<file path="src/rtl/i2s_pkg.sv">
// Shared types and constants for the I2S receiver: FSM state encoding,
// bit-counter width and the lrck-stuck resync timeout.
package i2s_pkg;

  typedef enum logic [1:0] {
    HUNT  = 2'd0,
    DELAY = 2'd1,
    SHIFT = 2'd2
  } state_t;

  localparam int                  BITCNT_W     = 5;
  localparam logic [BITCNT_W-1:0] BITCNT_MAX   = '1;
  localparam int                  RESYNC_TICKS = 64;

endpackage

</file>
<file path="src/rtl/i2s_rx_sync.sv">
// Multi-flop synchroniser for bck/lrck/data with a bck rising-edge pulse.
// All three lines are tapped from the same stage so they stay mutually aligned.
module i2s_rx_sync #(
  parameter int SYNC_STAGES = 2
) (
  input  logic clk_sys,
  input  logic reset_n,
  input  logic bck,
  input  logic lrck,
  input  logic data,
  output logic lrck_s,
  output logic data_s,
  output logic bck_rise
);

  logic [SYNC_STAGES-1:0] bck_q;
  logic [SYNC_STAGES-1:0] lrck_q;
  logic [SYNC_STAGES-1:0] data_q;
  logic                   bck_prev;

  // NOTE: sequential state uses non-blocking assignments so every flop samples
  // the pre-edge value of its neighbour; blocking here would collapse the chain.
  always_ff @(posedge clk_sys or negedge reset_n) begin
    if (!reset_n) begin
      bck_q    <= '0;
      lrck_q   <= '0;
      data_q   <= '0;
      bck_prev <= 1'b0;
    end else begin
      bck_q    <= {bck_q[SYNC_STAGES-2:0], bck};
      lrck_q   <= {lrck_q[SYNC_STAGES-2:0], lrck};
      data_q   <= {data_q[SYNC_STAGES-2:0], data};
      bck_prev <= bck_q[SYNC_STAGES-1];
    end
  end

  assign lrck_s   = lrck_q[SYNC_STAGES-1];
  assign data_s   = data_q[SYNC_STAGES-1];
  assign bck_rise = bck_q[SYNC_STAGES-1] & ~bck_prev;

endmodule

</file>
<file path="src/rtl/i2s_rx.sv">
// I2S receiver: oversamples BCK/LRCK/DATA in clk_sys, deserialises L/R words
// and presents stereo pairs on a valid/ready interface with sticky overrun.
// Optional left-justified timing via `define I2S_RX_LEFT_JUSTIFIED_EN (adds fmt_lj).
module i2s_rx
  import i2s_pkg::*;
#(
  parameter int WIDTH       = 16,
  parameter int SYNC_STAGES = 2
) (
  input  logic             clk_sys,
  input  logic             reset_n,
  input  logic             i2s_bck,
  input  logic             i2s_lrck,
  input  logic             i2s_data,
`ifdef I2S_RX_LEFT_JUSTIFIED_EN
  input  logic             fmt_lj,
`endif
  input  logic             sample_ready,
  input  logic             overrun_clr,
  output logic [WIDTH-1:0] sample_l,
  output logic [WIDTH-1:0] sample_r,
  output logic             sample_valid,
  output logic             overrun,
  output logic             locked
);

  localparam logic [BITCNT_W-1:0] WIDTH_C  = BITCNT_W'(WIDTH);
  localparam logic [6:0]          RESYNC_C = 7'(RESYNC_TICKS);

  logic lj;
`ifdef I2S_RX_LEFT_JUSTIFIED_EN
  assign lj = fmt_lj;
`else
  assign lj = 1'b0;
`endif

  logic lrck_s, data_s, tick;

  i2s_rx_sync #(.SYNC_STAGES(SYNC_STAGES)) u_sync (
    .clk_sys  (clk_sys),
    .reset_n  (reset_n),
    .bck      (i2s_bck),
    .lrck     (i2s_lrck),
    .data     (i2s_data),
    .lrck_s   (lrck_s),
    .data_s   (data_s),
    .bck_rise (tick)
  );

  state_t              state;
  logic                channel;
  logic                lrck_prev;
  logic [WIDTH-1:0]    shreg;
  logic [BITCNT_W-1:0] bitcnt;
  logic [6:0]          stable_cnt;
  logic [WIDTH-1:0]    left_hold;
  logic                left_valid;

  logic                lrck_chg, word_done, new_pair, timeout;
  logic [WIDTH-1:0]    fin_sh, word;
  logic [BITCNT_W-1:0] fin_cnt, shamt;

  // NOTE: every always_comb output gets a default first so no path can infer a latch.
  always_comb begin
    lrck_chg = lrck_s ^ lrck_prev;
    fin_sh   = shreg;
    fin_cnt  = bitcnt;
    // In I2S the tick on which lrck flips still carries the finishing word's LSB.
    if (!lj && bitcnt < WIDTH_C) begin
      fin_sh  = {shreg[WIDTH-2:0], data_s};
      fin_cnt = bitcnt + 1'b1;
    end
    shamt     = (fin_cnt >= WIDTH_C) ? '0 : WIDTH_C - fin_cnt;
    word      = fin_sh << shamt;
    word_done = tick && (state == SHIFT) && lrck_chg;
    new_pair  = word_done && channel && left_valid;
    timeout   = tick && (state == SHIFT) && !lrck_chg &&
                (stable_cnt == RESYNC_C) && (bitcnt == BITCNT_MAX);
  end

  // NOTE: the holding registers are a handful of flops, not a RAM, so they are
  // reset with everything else and a partial word can never leak out.
  always_ff @(posedge clk_sys or negedge reset_n) begin
    if (!reset_n) begin
      state      <= HUNT;
      channel    <= 1'b0;
      lrck_prev  <= 1'b0;
      shreg      <= '0;
      bitcnt     <= '0;
      stable_cnt <= '0;
      left_hold  <= '0;
      left_valid <= 1'b0;
      locked     <= 1'b0;
    end else begin
      if (tick) begin
        lrck_prev  <= lrck_s;
        stable_cnt <= lrck_chg ? '0 :
                      (stable_cnt == RESYNC_C) ? stable_cnt : stable_cnt + 1'b1;
      end
      case (state)
        HUNT: begin
          if (tick && lrck_chg) begin
            channel <= lrck_s;
            if (lj) begin
              shreg  <= {{(WIDTH-1){1'b0}}, data_s};
              bitcnt <= 5'd1;
              state  <= SHIFT;
            end else begin
              state  <= DELAY;
            end
          end
        end
        // The delay slot was the lrck-change tick itself; DELAY only clears.
        DELAY: begin
          shreg  <= '0;
          bitcnt <= '0;
          state  <= SHIFT;
        end
        SHIFT: begin
          if (timeout) begin
            state      <= HUNT;
            locked     <= 1'b0;
            left_valid <= 1'b0;
          end else if (word_done) begin
            if (!channel) begin
              left_hold  <= word;
              left_valid <= 1'b1;
              locked     <= 1'b1;
            end else begin
              left_valid <= 1'b0;
            end
            channel <= lrck_s;
            if (lj) begin
              shreg  <= {{(WIDTH-1){1'b0}}, data_s};
              bitcnt <= 5'd1;
            end else begin
              shreg  <= '0;
              bitcnt <= '0;
            end
          end else if (tick) begin
            if (bitcnt < WIDTH_C) shreg <= {shreg[WIDTH-2:0], data_s};
            if (bitcnt != BITCNT_MAX) bitcnt <= bitcnt + 1'b1;
          end
        end
        default: state <= HUNT;
      endcase
    end
  end

  // Output stage: a waiting pair is never overwritten; a drop sets overrun.
  always_ff @(posedge clk_sys or negedge reset_n) begin
    if (!reset_n) begin
      sample_l     <= '0;
      sample_r     <= '0;
      sample_valid <= 1'b0;
      overrun      <= 1'b0;
    end else begin
      if (new_pair && (!sample_valid || sample_ready)) begin
        sample_l     <= left_hold;
        sample_r     <= word;
        sample_valid <= 1'b1;
      end else if (sample_valid && sample_ready) begin
        sample_valid <= 1'b0;
      end
      if (new_pair && sample_valid && !sample_ready) overrun <= 1'b1;
      else if (overrun_clr)                          overrun <= 1'b0;
    end
  end

endmodule

</file>
<file path="config.mk">
export PLATFORM = sky130hd
export DESIGN_NAME = i2s_rx
export DESIGN_NICKNAME = d
export VERILOG_FILES = /design/src/rtl/i2s_pkg.sv /design/src/rtl/i2s_rx_sync.sv /design/src/rtl/i2s_rx.sv
export SDC_FILE = /design/constraint.sdc
export NUM_CORES = 1
export LEC_CHECK = 0
export CORE_UTILIZATION = 35
export CTS_BUF_LIST = sky130_fd_sc_hd__clkbuf_8
export DETAILED_ROUTE_END_ITERATION = 10
export GPL_TIMING_DRIVEN = 1
export PLACE_DENSITY = 0.53
export SYNTH_ARGS = -nofsm -noshare
export SYNTH_HDL_FRONTEND = slang
export SYNTH_HIERARCHICAL = 1
export SYNTH_SLANG_ARGS = --single-unit
</file>
<file path="constraint.sdc">
create_clock -name clk_sys -period 3.52 [get_ports clk_sys]
set_input_delay 0.704 -clock clk_sys [delete_from_list [all_inputs] [get_ports clk_sys]]
set_output_delay 0.704 -clock clk_sys [all_outputs]
set_load 0.02 [all_outputs]
</file>
==> results_tabular.tex <==
\begin{tabular}{lr}
\hline
Metric & Value \\
\hline
\multicolumn{2}{l}{\textbf{Clock tree}} \\
Clock slew at reported path FFs & 0.10 ns \\
\# H-tree levels & 3 \\
Skew-Pair Late Insertion Delay & 0.39 ns \\
Clock tree from TritonCTS & yes \\
Maximum count of clock buffers along a single path & 2 \\
Root cell of the clock tree & clkbuf\_8 \\
Hold-fix buffers at CTS & 0 \\
Number of sinks handled by clock tree synthesis & 91 \\
TritonCTS Buffers & 9 \\
\multicolumn{2}{l}{\textbf{Power}} \\
Relative contribution of sequential cells to total power & 0.420 \\
Standby leakage power & roughly 2.6 nW \\
Switching share of power & 0.371 \\
Gate power share & 0.323 \\
Ratio of total power to cell area & slightly below 500 mW/mm\^{}2 \\
Cell-internal power & 1.83 mW \\
Switching power & 1.08 mW \\
Proportion of power drawn by the clock network & 0.258 \\
Worst IR drop on VDD & $\sim$200 uV \\
\multicolumn{2}{l}{\textbf{Timing}} \\
Slew of the pin with the lowest slew margin & approximately 0.9 ns \\
Max-slew headroom & 0.398 \\
Worst Clk Skew & 0.0156 ns \\
Total negative slack for setup checks & 0 ns \\
Hold Fails Final Rpt & 0 \\
Minimum period implied by the final worst setup slack & 3.27 ns \\
RSZ-0062 raised after global routing & no \\
Highest Clock Rate & 305 MHz \\
Max Slew Vio Count & 0 \\
Portion of the clock cycle consumed by the worst path in the final layout & 0.930 \\
Setup-violating endpoint count in the final report & 0 \\
\multicolumn{2}{l}{\textbf{Yosys}} \\
Synthesized instance count & 540 \\
Post-synthesis sequential element count & 91 \\
Share of flip-flops with an asynchronous set or reset & 1.00 \\
Synthesized area per cell & roughly 9.2 sq um \\
Synth Net Count & around 560 \\
Top FF cell, synth & dfrtp\_1 \\
Synth warnings & 6 \\
Number of enable flip-flop cells after synthesis & 0 \\
Mapped Area & slightly below 0.005 sq mm \\
Distinct cell type count of the synthesized netlist & a little over 60 \\
Register area share after synthesis & 0.460 \\
\multicolumn{2}{l}{\textbf{GRT}} \\
Via count of the first global-routing pass & about 4,200 \\
Global-route wire length before repair & 22,600 um \\
Largest net degree at the start of global routing & 43 \\
Number of antenna violations at the first check in global routing & 0 \\
Overall fraction of global-route tracks in use & 0.201 \\
Total overflow reported by the global router & 0 \\
\multicolumn{2}{l}{\textbf{Die}} \\
Core footprint & roughly 0.014 sq mm \\
Floorplan die area & about 0.015 sq mm \\
FP Rows & 43 \\
Effective utilization at floorplan & 0.358 \\
Ports placed on the boundary & 42 \\
Horizontal die dimension & about 120 um \\
Die Height & roughly 120 um \\
\multicolumn{2}{l}{\textbf{Routing}} \\
First-pass DRT Iterations & 8 \\
Number of routed nets with antenna violations & 0 \\
Vias & roughly 4,200 \\
Count of unresolved DRC violations after routing & 2 \\
Average wire per standard cell & 17.4 um \\
Vias per cell & between 5 and 6 \\
Routed wire length & between 10,000 and 15,000 um \\
DRC violation total after the first TritonRoute iteration & 349 \\
\multicolumn{2}{l}{\textbf{Critical path}} \\
Critical path arrival & approximately 3.5 ns \\
Critical Setup Path Class & flop to flop \\
Data required time at the worst endpoint & 3.79 ns \\
Nature of the critical path startpoint & flop \\
Critical path peak fanout & 6 \\
Critical path capture point type & flop \\
\multicolumn{2}{l}{\textbf{Place}} \\
HPWL after DPL & approximately 10,000 um \\
Count of input and output buffers & $\sim$40 \\
Number of instances in the placed design & 755 \\
Gp weighted congestion & 0.873 \\
\multicolumn{2}{l}{\textbf{Layout}} \\
Synth-to-Final Area Change & 18.5\% \\
Number of nets in the layout & between 600 and 700 \\
Cell Count, Final, Fillers Out & approximately 770 \\
Top library cells by usage in the layout, fill and taps aside & nand2\_1 (124), dfrtp\_1 (90), clkdlybuf4s50\_1 (40) \\
Share of layout cells above drive strength 1 & 0.129 \\
Number of diodes added for antenna fixing & 0 \\
Most frequent standard cell in the layout excluding fill and tap cells & nand2\_1 \\
\multicolumn{2}{l}{\textbf{Status}} \\
Violated checks & DRC \\
Result of the run & finished with violations \\
\multicolumn{2}{l}{\textbf{Flow run}} \\
Max-cap violations & 0 \\
\multicolumn{2}{l}{\textbf{Min path}} \\
Type of the worst min-delay path & primary input to async pin \\
\hline
\end{tabular}
[timing repair]
item	4_1_cts	5_1_grt
endpoints found under the setup margin	0	16
buffers inserted	0	0
endpoints found under the hold margin	0	0
gates resized for setup	0	5
[critical path, stage by stage, from the launching register on]
cell	delay [ns]
dfrtp_1	0.46
ha_2	0.38
mux2i_1	0.08
ha_1	0.19
nor2b_1	0.13
ha_1	0.24
inv_1	0.18
nand2_1	0.15
nor3_4	0.25
mux4_2	0.41
a21bo_2	0.26
a32oi_1	0.27
o21ai_0	0.15
[path summary, 6_finish.rpt]
kind / slack (ns) / cells past startpoint / from / endpoint
min in group clk_sys: 0.36 / 0 / u_sync/data_q[0]$_DFF_PN0_ / u_sync/data_q[1]$_DFF_PN0_
worst max register to register: 0.25 / 12 / bitcnt[1]$_DFFE_PN0P_ / sample_r[10]$_DFFE_PN0P_
worst min register to register: 0.36 / 0 / u_sync/data_q[0]$_DFF_PN0_ / u_sync/data_q[1]$_DFF_PN0_
worst max-delay path: 0.25 / 12 / bitcnt[1]$_DFFE_PN0P_ / sample_r[10]$_DFFE_PN0P_
max in group asynchronous: 2.43 / 2 / reset_n / bitcnt[0]$_DFFE_PN0P_
worst min-delay path: 0.29 / 1 / reset_n / left_hold[13]$_DFFE_PN0P_
[cells in the mapped netlist, types with 13 or more instances]
cell,count,area [sq um]
nor2_1,26,97.6
o21ai_0,31,155
dfrtp_1,91,2280
mux2i_1,16,160
nand2_1,124,465
clkbuf_1,21,78.8
inv_1,17,63.8
o31ai_1,13,97.6
a22o_1,14,123
nand3_1,20,100
[area by class of cell]
cell class,instances,area (sq um)
Clock buffer,9,124
Clock inverter,7,80.1
Fill cell,1330,7960
Inverter,17,63.8
Multi-Input combinational cell,401,2500
Sequential cell,91,2280
Tap cell,180,225
Timing Repair Buffer,66,599
[metrics by stage]
| stage | hold slack, ns | power [mW] | setup WS, ns | area (sq um) | util |
|---|---|---|---|---|---|
| detailed placement | 0.336 | 2.18 | 0.158 | 5650 | 0.408 |
| CTS | 0.287 | 2.94 | 0.158 | 5850 | 0.423 |
| global route | 0.305 | 3.11 | 0.0124 | 5870 | 0.424 |
| finish | 0.289 | 2.92 | 0.246 | 5870 | 0.424 |
| floorplan | 0.331 | 1.85 | 0.00329 | 4950 | - |
| global placement | 0.334 | 2.16 | 0.220 | 5650 | 0.408 |
[sequential cells by signal, summed over array words and instances, names as in the netlist, 2 cells and up]
| name | count |
|---|---|
| state | 2 |
| u_sync/bck_q | 2 |
| shreg | 16 |
| left_hold | 16 |
| sample_l | 16 |
| sample_r | 16 |
| bitcnt | 5 |
| stable_cnt | 7 |
| u_sync/lrck_q | 2 |
| u_sync/data_q | 2 |
[logic make-up after synthesis]
family                   after synthesis  synth area share
AO/OA/AOI/OAI                        130             0.184
XOR/XNOR                               9            0.0159
adder cells (fa/ha/maj)               10            0.0253
buffers and inverters                 48            0.0382
flip-flops                            91             0.460
multiplexers                          31            0.0718
AND/OR/NAND/NOR                      221             0.205
[layer usage]
metal / part of all wire / up-vias / global-route usage
li1: - / 2025 / -
met1: 0.47 / 2063 / 0.283
met2: 0.46 / 119 / 0.301
met3: 0.038 / 22 / 0.0301
met4: 0.028 / 0 / 0.0949
met5: 0 / - / 0
[power by group through the flow]
stage	clock (mW)	combinational [mW]	sequential [mW]
3_3_place_gp	0	0.923	1.24
2_1_floorplan	0	0.605	1.25
6_report	0.751	0.941	1.22
3_5_place_dp	0	0.931	1.24
5_1_grt	0.829	1.05	1.24
4_1_cts	0.783	0.934	1.22
(Power assumes the default switching activity.)
